==> src/rtl/fifo_rd_framer_pkg.sv <==
// Shared types and constants for the FIFO read-side packet framer.
package fifo_rd_framer_pkg;

    // Framer control states.
    typedef enum logic [1:0] {
        IDLE  = 2'd0,
        RUN   = 2'd1,
        DRAIN = 2'd2
    } state_t;

    // Output buffer depth; two entries let the FIFO keep streaming at one
    // word per cycle while fifo_rd looks only at registered occupancy.
    localparam int BUF_DEPTH = 2;
    localparam int OCC_W     = $clog2(BUF_DEPTH + 1);

endpackage

==> src/rtl/stream_skid2.sv <==
// Two-entry FIFO-ordered buffer between the FIFO read port and the stream.
// Occupancy is registered so the writer can decide to push without seeing
// the reader's ready.
module stream_skid2
    import fifo_rd_framer_pkg::*;
#(
    parameter int PW = 33
) (
    input  logic             clk,
    input  logic             rst_n,
    input  logic             flush,
    input  logic             wr_en,
    input  logic [PW-1:0]    wr_data,
    output logic             rd_valid,
    input  logic             rd_ready,
    output logic [PW-1:0]    rd_data,
    output logic [OCC_W-1:0] occ
);

    logic [PW-1:0] mem [BUF_DEPTH];
    logic          wr_ptr;
    logic          rd_ptr;
    logic          push;
    logic          pop;

    assign rd_valid = (occ != '0);
    assign rd_data  = mem[rd_ptr];
    assign pop      = rd_valid & rd_ready;
    // A full buffer never accepts a write; the framer does not issue one.
    assign push     = wr_en & (occ != OCC_W'(BUF_DEPTH));

    // Storage, pointers and occupancy; flush empties the buffer in one cycle.
    always_ff @(posedge clk or negedge rst_n) begin
        if (!rst_n) begin
            for (int i = 0; i < BUF_DEPTH; i++) mem[i] <= '0;
            wr_ptr <= 1'b0;
            rd_ptr <= 1'b0;
            occ    <= '0;
        end else if (flush) begin
            wr_ptr <= 1'b0;
            rd_ptr <= 1'b0;
            occ    <= '0;
        end else begin
            if (push) begin
                mem[wr_ptr] <= wr_data;
                wr_ptr      <= ~wr_ptr;
            end
            if (pop) rd_ptr <= ~rd_ptr;
            occ <= occ + OCC_W'(push) - OCC_W'(pop);
        end
    end

endmodule

==> src/rtl/fifo_rd_framer.sv <==
// Pops words from a show-ahead FIFO and frames them into fixed-length
// valid/ready packets with last on the final beat. Consumer backpressure is
// absorbed by a 2-entry buffer so it never reaches fifo_rd combinationally.
module fifo_rd_framer
    import fifo_rd_framer_pkg::*;
#(
    parameter int DW    = 32,
    parameter int LEN_W = 16
) (
    input  logic             clk,
    input  logic             rst_n,
    input  logic             start,
    input  logic [LEN_W-1:0] pkt_len,
    input  logic             abort,
    output logic             busy,
    output logic             done,
    output logic             len_err,
    input  logic             fifo_empty,
    input  logic [DW-1:0]    fifo_data,
    output logic             fifo_rd,
    output logic             m_valid,
    output logic [DW-1:0]    m_data,
    output logic             m_last,
    input  logic             m_ready
);

    state_t           state;
    logic [LEN_W-1:0] len_q;
    logic [LEN_W-1:0] rd_cnt;
    logic [OCC_W-1:0] occ;
    logic             wr_last;
    logic             last_acc;
    logic             buf_valid;
    logic [DW:0]      head;

    // Read only when the buffer has room by its registered count; the
    // consumer's ready is deliberately absent from this term.
    assign fifo_rd  = (state == RUN) & ~fifo_empty &
                      (occ < OCC_W'(BUF_DEPTH)) & (rd_cnt != len_q);
    assign wr_last  = (rd_cnt == len_q - LEN_W'(1));
    assign last_acc = m_valid & m_ready & m_last;
    assign busy     = (state != IDLE);

    stream_skid2 #(
        .PW (DW + 1)
    ) u_buf (
        .clk      (clk),
        .rst_n    (rst_n),
        .flush    (abort),
        .wr_en    (fifo_rd),
        .wr_data  ({wr_last, fifo_data}),
        .rd_valid (buf_valid),
        .rd_ready (m_ready),
        .rd_data  (head),
        .occ      (occ)
    );

    assign m_valid = buf_valid;
    assign m_data  = head[DW-1:0];
    assign m_last  = buf_valid & head[DW];

    // Packet FSM with length/read counters and registered status pulses.
    always_ff @(posedge clk or negedge rst_n) begin
        if (!rst_n) begin
            state   <= IDLE;
            len_q   <= '0;
            rd_cnt  <= '0;
            done    <= 1'b0;
            len_err <= 1'b0;
        end else begin
            done    <= 1'b0;
            len_err <= 1'b0;
            if (abort) begin
                // Abort wins over everything, including a same-cycle start.
                state  <= IDLE;
                rd_cnt <= '0;
            end else begin
                case (state)
                    IDLE: begin
                        if (start) begin
                            if (pkt_len == '0) begin
                                len_err <= 1'b1;
                            end else begin
                                len_q  <= pkt_len;
                                rd_cnt <= '0;
                                state  <= RUN;
                            end
                        end
                    end
                    RUN: begin
                        if (fifo_rd) begin
                            rd_cnt <= rd_cnt + LEN_W'(1);
                            if (wr_last) state <= DRAIN;
                        end
                    end
                    DRAIN: begin
                        if (last_acc) begin
                            state <= IDLE;
                            done  <= 1'b1;
                        end
                    end
                    default: state <= IDLE;
                endcase
            end
        end
    end

endmodule

==> config.mk <==
export PLATFORM = sky130hd
export DESIGN_NAME = fifo_rd_framer
export DESIGN_NICKNAME = d
export VERILOG_FILES = /design/src/rtl/fifo_rd_framer_pkg.sv /design/src/rtl/stream_skid2.sv /design/src/rtl/fifo_rd_framer.sv
export SDC_FILE = /design/constraint.sdc
export NUM_CORES = 1
export LEC_CHECK = 0
export ABC_CLOCK_PERIOD_IN_PS = 2800
export CORE_MARGIN = 10
export CORE_UTILIZATION = 35
export CTS_BUF_LIST = sky130_fd_sc_hd__clkbuf_4 sky130_fd_sc_hd__clkbuf_8
export CTS_CLUSTER_SIZE = 14
export DETAILED_ROUTE_END_ITERATION = 8
export DONT_BUFFER_PORTS = 1
export GPL_TIMING_DRIVEN = 1
export SYNTH_ARGS = -nofsm -noshare
export SYNTH_HDL_FRONTEND = slang
export SYNTH_HIERARCHICAL = 1
export SYNTH_SLANG_ARGS = --single-unit
==> constraint.sdc <==
create_clock -name clk -period 2.8 [get_ports clk]
set_input_delay 0.84 -clock clk [delete_from_list [all_inputs] [get_ports clk]]
set_output_delay 0.84 -clock clk [all_outputs]
set_load 0.01 [all_outputs]
==> flow_summary.yaml, run 1 <==
sta:
  fin_tns_setup_ps: 0
  rsz0062_at_grt: "false"
  fmax_mhz: 364
  worst_pin_slew_ps: 552
  finalCritPeriodShare_pct: 98.2
  fin_skew_ps: 12.9
  period_needed_ps: 2750
  finalHoldViolCount: 0
  finalMaxSlewViolations: 0
  slew_headroom_pct: 62.9
  setup_viol: 0
global_route:
  grt_overflow: 0
  grt_use_total_pct: 12.4
  grt_max_degree: 107
  grt_pass1_wl_um: 20400
  grt_pass1_vias: 3770
  antenna_found_initial: 0
drt:
  finalWirelength_um: 12800
  vias: 3671
  dr.pass1.iters: 5
  route.detailed.drc: 0
  vias_per_cell: 5.60
  drt_iter0_drc: 320
  wire_per_inst_um: 19.4
  drtAntennaViolNets: 0
cells_and_area:
  area_delta_synth_final_pct: 8.90
  fill_cells: 1461
  seqCellArea_mm2: 0.00266
  layout.nets: 521
  final_cells: 656
  multi_input_area_mm2: 0.00262
  antenna_cells: 0
  drive_gt1_share_pct: 33.3
critical_path:
  required_ps: 1960
  critPathMaxStageDelay_ps: 460
  worst_path_max_delay_cell: "dfrtp_1"
  critical_path.max_fanout: 4
  worstReg2RegEnd: "u_buf/mem[59]"
  reg2reg_from: "rd_cnt[14]"
  worst-endpoint-arrival_ps: 1910
  crit_type: "reg2out"
  crit_buf_inv: 0
  cp_cell_sequence: "xor2_1, nor4b_1, nand4_1, and3_4"
  cp_top_family: "simple AND/OR/NAND/NOR gates"
  r2r_setup_slack_ps: 280
  start_kind: "flop"
  end_kind: "output pin"
  reg2reg_depth: 8
synthesis:
  synth.avg_cell_area_um2: 11.8
  netlist_instances: 459
  yosysMostFrequentCell: "mux2_2"
  yosysSeqAreaShare_pct: 49.0
  synth_area_leaders: "dfrtp_1 (49%), mux2_2 (22%), xor2_1 (2.6%), o21ai_0 (2.3%), nor2_1 (1.7%)"
  synth_warnings: 6
  ys_types: 50
  ys.flop_type: "dfrtp_1"
  synth_area_mm2: 0.00542
  synthArstFlopShare_pct: 100
  syn_nets: 517
  ys_seq_elements: 106
  synth_top_area_share_pct: 49.0
  synthTopCellsByCount: "mux2_2 (107), dfrtp_1 (106), o21ai_0 (25), nor2_1 (24), nand2_1 (20)"
  synth_area_leader_cell: "dfrtp_1"
  synth_edf_count: 0
floorplan:
  die_h_um: 144
  top_level_ports: 92
  rows: 45
  start_util_pct: 35.6
  dieArea_mm2: 0.0208
  core-area_mm2: 0.0152
  fp.dieW_um: 144
job:
  maxCapViolCount: 0
clock_network:
  cts_made_buffers: 9
  cts_tree: "yes"
  path_clk_slew_ps: 110
  clkSinkCount: 106
  htreeDepth: 3
  clk_path_buf_depth: 2
  clock_latency_ps: 390
  holdBufCountCts: 0
  cts_root_buf: "clkbuf_8"
place:
  place_hpwl_um: 9210
  io_buffers: 0
  placed_cells: 638
  place.gp.congestion: 0.907
outcome:
  status: "completed"
worst_hold_path:
  hold_class: "in2async"
power_and_ir_drop:
  power.leakage_nw: 2.55
  ir_drop_v: 0.000270
  p_per_area_mw_per_mm2: 802
what timing repair did:
action                     4_1_cts  5_1_grt
setup buffers                    1        1
setup endpoints to repair        1        3
gates resized for setup          5        4
pin swaps                        2        3
where the power goes:
group	leakage [nW]	internal (mW)	switching, mW
combinational	1.10	0.796	0.769
sequential	1.36	1.97	0.256
clock	0.0958	0.366	0.567
total	2.55	3.14	1.59
stage by stage:
step                      total power, mW  utilization, %  setup WS, ps  hold slack (ps)  instance area [um^2]
final                                4.73            38.8          51.3              135                  5900
after global routing                 5.04            38.8          3.46             95.9                  5900
after CTS                            4.79            38.7          1.39              106                  5880
after detailed placement             3.83            37.2          80.3              472                  5660
after global placement               3.77            37.2          63.1              464                  5660
after floorplan                      3.47               -           196              454                  5420
cells in the final DEF, fill, tap and decap left out, drive strengths merged, types with 4 or more instances in the layout:
cell type,instances
a21oi,6
a31oi,6
and2,4
and3,5
buf,18
clkbuf,10
dfrtp,106
ha,4
inv,14
mux2,111
nand2,20
nand3,9
nand4,9
nor2,24
nor2b,6
nor3,4
nor4,10
nor4b,5
o21ai,25
o31ai,6
o41ai,5
or3,5
xnor2,8
xor2,16
sequential cells by signal (all words and copies together), names as in the netlist:
signal / count
len_q: 16
done: 1
len_err: 1
rd_cnt: 16
u_buf/rd_ptr: 1
u_buf/occ: 2
u_buf/mem: 66
state: 2
u_buf/wr_ptr: 1
worst max-delay path by stage:
stage	from	slack (ps)	endpoint	cells after the start
final	rd_cnt[14]	50	fifo_rd	4
after floorplan	rd_cnt[11]	200	u_buf/mem[37]	9
after global placement	rd_cnt[4]	60	u_buf/mem[5]	7
after CTS	rd_cnt[3]	1	fifo_rd	4
after detailed placement	rd_cnt[0]	80	u_buf/mem[59]	8
after global routing	rd_cnt[14]	3	fifo_rd	4
routing by layer:
layer | vias up | global-route usage [%] | part of all wire (%)
met5 | - | 0 | 0
met4 | 0 | 3.88 | 1.5
met2 | 140 | 19.9 | 48
met1 | 1842 | 14.9 | 41
li1 | 1676 | - | -
met3 | 13 | 4.82 | 9.9
cell type report:
type                       count  area share [%]
clock inverter                 6           0.912
timing repair buffer          18            2.72
inverter                      10           0.637
multi-input combinational    318            44.4
clock buffer                  10            2.33
sequential                   106            45.0
tap                          188            3.99
cells by family after synthesis:
kind of cell | count (synthesis) | synth area share, %
AND/OR/NAND/NOR | 118 | 12.7
multiplexers | 111 | 23.1
flip-flops | 106 | 49.0
AO/OA/AOI/OAI | 61 | 7.19
buffers and inverters | 35 | 3.26
XOR/XNOR | 24 | 3.88
adder cells (fa/ha/maj) | 4 | 0.924
Note: power is estimated with default switching activity, not from simulation.
==> inputs of run 2 (changes only) <==
- ABC_CLOCK_PERIOD_IN_PS: 2800 -> not set
- CORE_MARGIN: 10 -> 3
==> run 2 against run 1 <==
Compared with the run above:
- setup slack gained 43 ps
- sequential power barely moved
- utilization rose by 0.73 points
- largest power group unchanged
- highest routed layer unchanged
==> flow_summary.yaml, run 2 (synthesized netlist as in run 1, its figures left out) <==
clock_network:
  holdBufCountCts: 0
  path_clk_slew_ps: 100
  cts_tree: "yes"
  htreeDepth: 3
  cts_made_buffers: 9
  clk_path_buf_depth: 2
  clkSinkCount: 106
  clock_latency_ps: 380
  cts_root_buf: "clkbuf_8"
global_route:
  use_met1_pct: 17.6
  grt_use_total_pct: 14.2
  met2_usage_pct: 24.2
  grt_pass1_vias: 3585
  grt_pass1_wl_um: 18800
  grt_overflow: 0
  grtUsageMet3_pct: 5.08
  busiest_layer: "met2"
  antenna_found_initial: 0
  grt_max_degree: 107
critical_path:
  worstReg2RegEnd: "state[0]"
  reg2reg_from: "len_q[0]"
  setup.worst_path.start: "rd_cnt[10]"
  end_kind: "output pin"
  crit_type: "reg2out"
  crit_end: "fifo_rd"
  start_kind: "flop"
  critical_path.max_fanout: 6
  reg2reg_depth: 8
  r2r_setup_slack_ps: 230
  required_ps: 1960
  worst-endpoint-arrival_ps: 1870
drt:
  vias: 3569
  finalWirelength_um: 12000
  dr.pass1.iters: 4
  vias_per_cell: 5.50
  drtAntennaViolNets: 0
  drt_iter0_drc: 237
  route.detailed.drc: 0
  wire_per_inst_um: 18.5
cells_and_area:
  antenna_cells: 0
  regMostFlops: "u_buf/mem"
  largest_reg_flops: 66
  reg_top3: "u_buf/mem: 66 flops, len_q: 16 flops, rd_cnt: 16 flops"
  final_common_cell: "mux2_2"
  area_delta_synth_final_pct: 8.09
  multi_input_area_mm2: 0.00262
  drive_gt1_share_pct: 32.7
  seqCellArea_mm2: 0.00266
  layout.nets: 518
  fin_area_mm2: 0.00585
  fill_cells: 1409
  final_cell_mix: "mux2_2 (107), dfrtp_1 (104), o21ai_0 (25)"
place:
  place_hpwl_um: 8480
  io_buffers: 0
  placed_cell_area_mm2: 0.00564
  place.gp.congestion: 0.894
  pre_cts_slack_ps: 152
sta:
  period_needed_ps: 2710
  holdWs_ps: 138
  setup_viol: 0
  finalCritPeriodShare_pct: 96.6
  finalHoldViolCount: 0
  fin_tns_setup_ps: 0
  worst_pin_slew_ps: 676
  fmax_mhz: 370
  fin_ws_ps: 93.9
  fin_skew_ps: 12.1
  slew_headroom_pct: 54.5
  rsz0062_at_grt: "false"
  finalMaxSlewViolations: 0
floorplan:
  core-area_mm2: 0.0148
  rows: 44
  dieArea_mm2: 0.0170
  top_level_ports: 92
  fp.dieW_um: 130
  die_h_um: 130
  start_util_pct: 36.6
power_and_ir_drop:
  p_per_area_mw_per_mm2: 790
  power.leakage_nw: 2.54
  ir_drop_v: 0.000318
  power_mw: 4.62
outcome:
  status: "completed"
worst_hold_path:
  hold_class: "in2async"
job:
  maxCapViolCount: 0
run 2: report_power, final:
group | internal, mW | switching, mW
clock | 0.352 | 0.532
combinational | 0.776 | 0.728
sequential | 1.97 | 0.259
total | 3.10 | 1.52
run 2: through the flow:
stage	std cells	util, %
2_1_floorplan	459	-
3_3_place_gp	633	38.1
3_5_place_dp	633	38.1
4_1_cts	649	39.5
5_1_grt	649	39.5
6_report	649	39.5
run 2: how the worst min path moves through the flow:
stage                  startpoint       endpoint  slack, ps
floorplan           u_buf/mem[44]  u_buf/mem[44]        450
global route                rst_n  u_buf/mem[15]        100
detailed placement  u_buf/mem[44]  u_buf/mem[44]        480
CTS                         rst_n  u_buf/mem[16]        110
global placement    u_buf/mem[54]  u_buf/mem[54]        470
finish                      rst_n  u_buf/mem[15]        140
run 2: layout make-up:
cell class	instances	area share, %
Inverter	10	0.641
Timing Repair Buffer	15	2.35
Clock buffer	11	2.37
Multi-Input combinational cell	318	44.7
Clock inverter	5	0.663
Tap cell	184	3.93
Sequential cell	106	45.4
run 2: routing by layer:
| layer | share of wire [%] | wire [um] |
|---|---|---|
| met1 | 42 | 5060 |
| met2 | 50 | 5960 |
| met3 | 7.3 | 881 |
| met4 | 0.74 | 89 |
| met5 | 0 | 0 |
run 2: critical path: stages, from the launching register on:
cell and delay [ps]:
dfrtp_1 480, xor2_1 230, nor4b_2 290, nand4_1 210, and3_2 290
run 2: what timing repair did:
| item | in CTS | in global routing |
|---|---|---|
| resized for setup | 4 | 3 |
| pin swaps | 0 | 3 |
| buffers inserted | 0 | 0 |
| endpoints found under the setup margin | 1 | 1 |
| cloned | 0 | 0 |
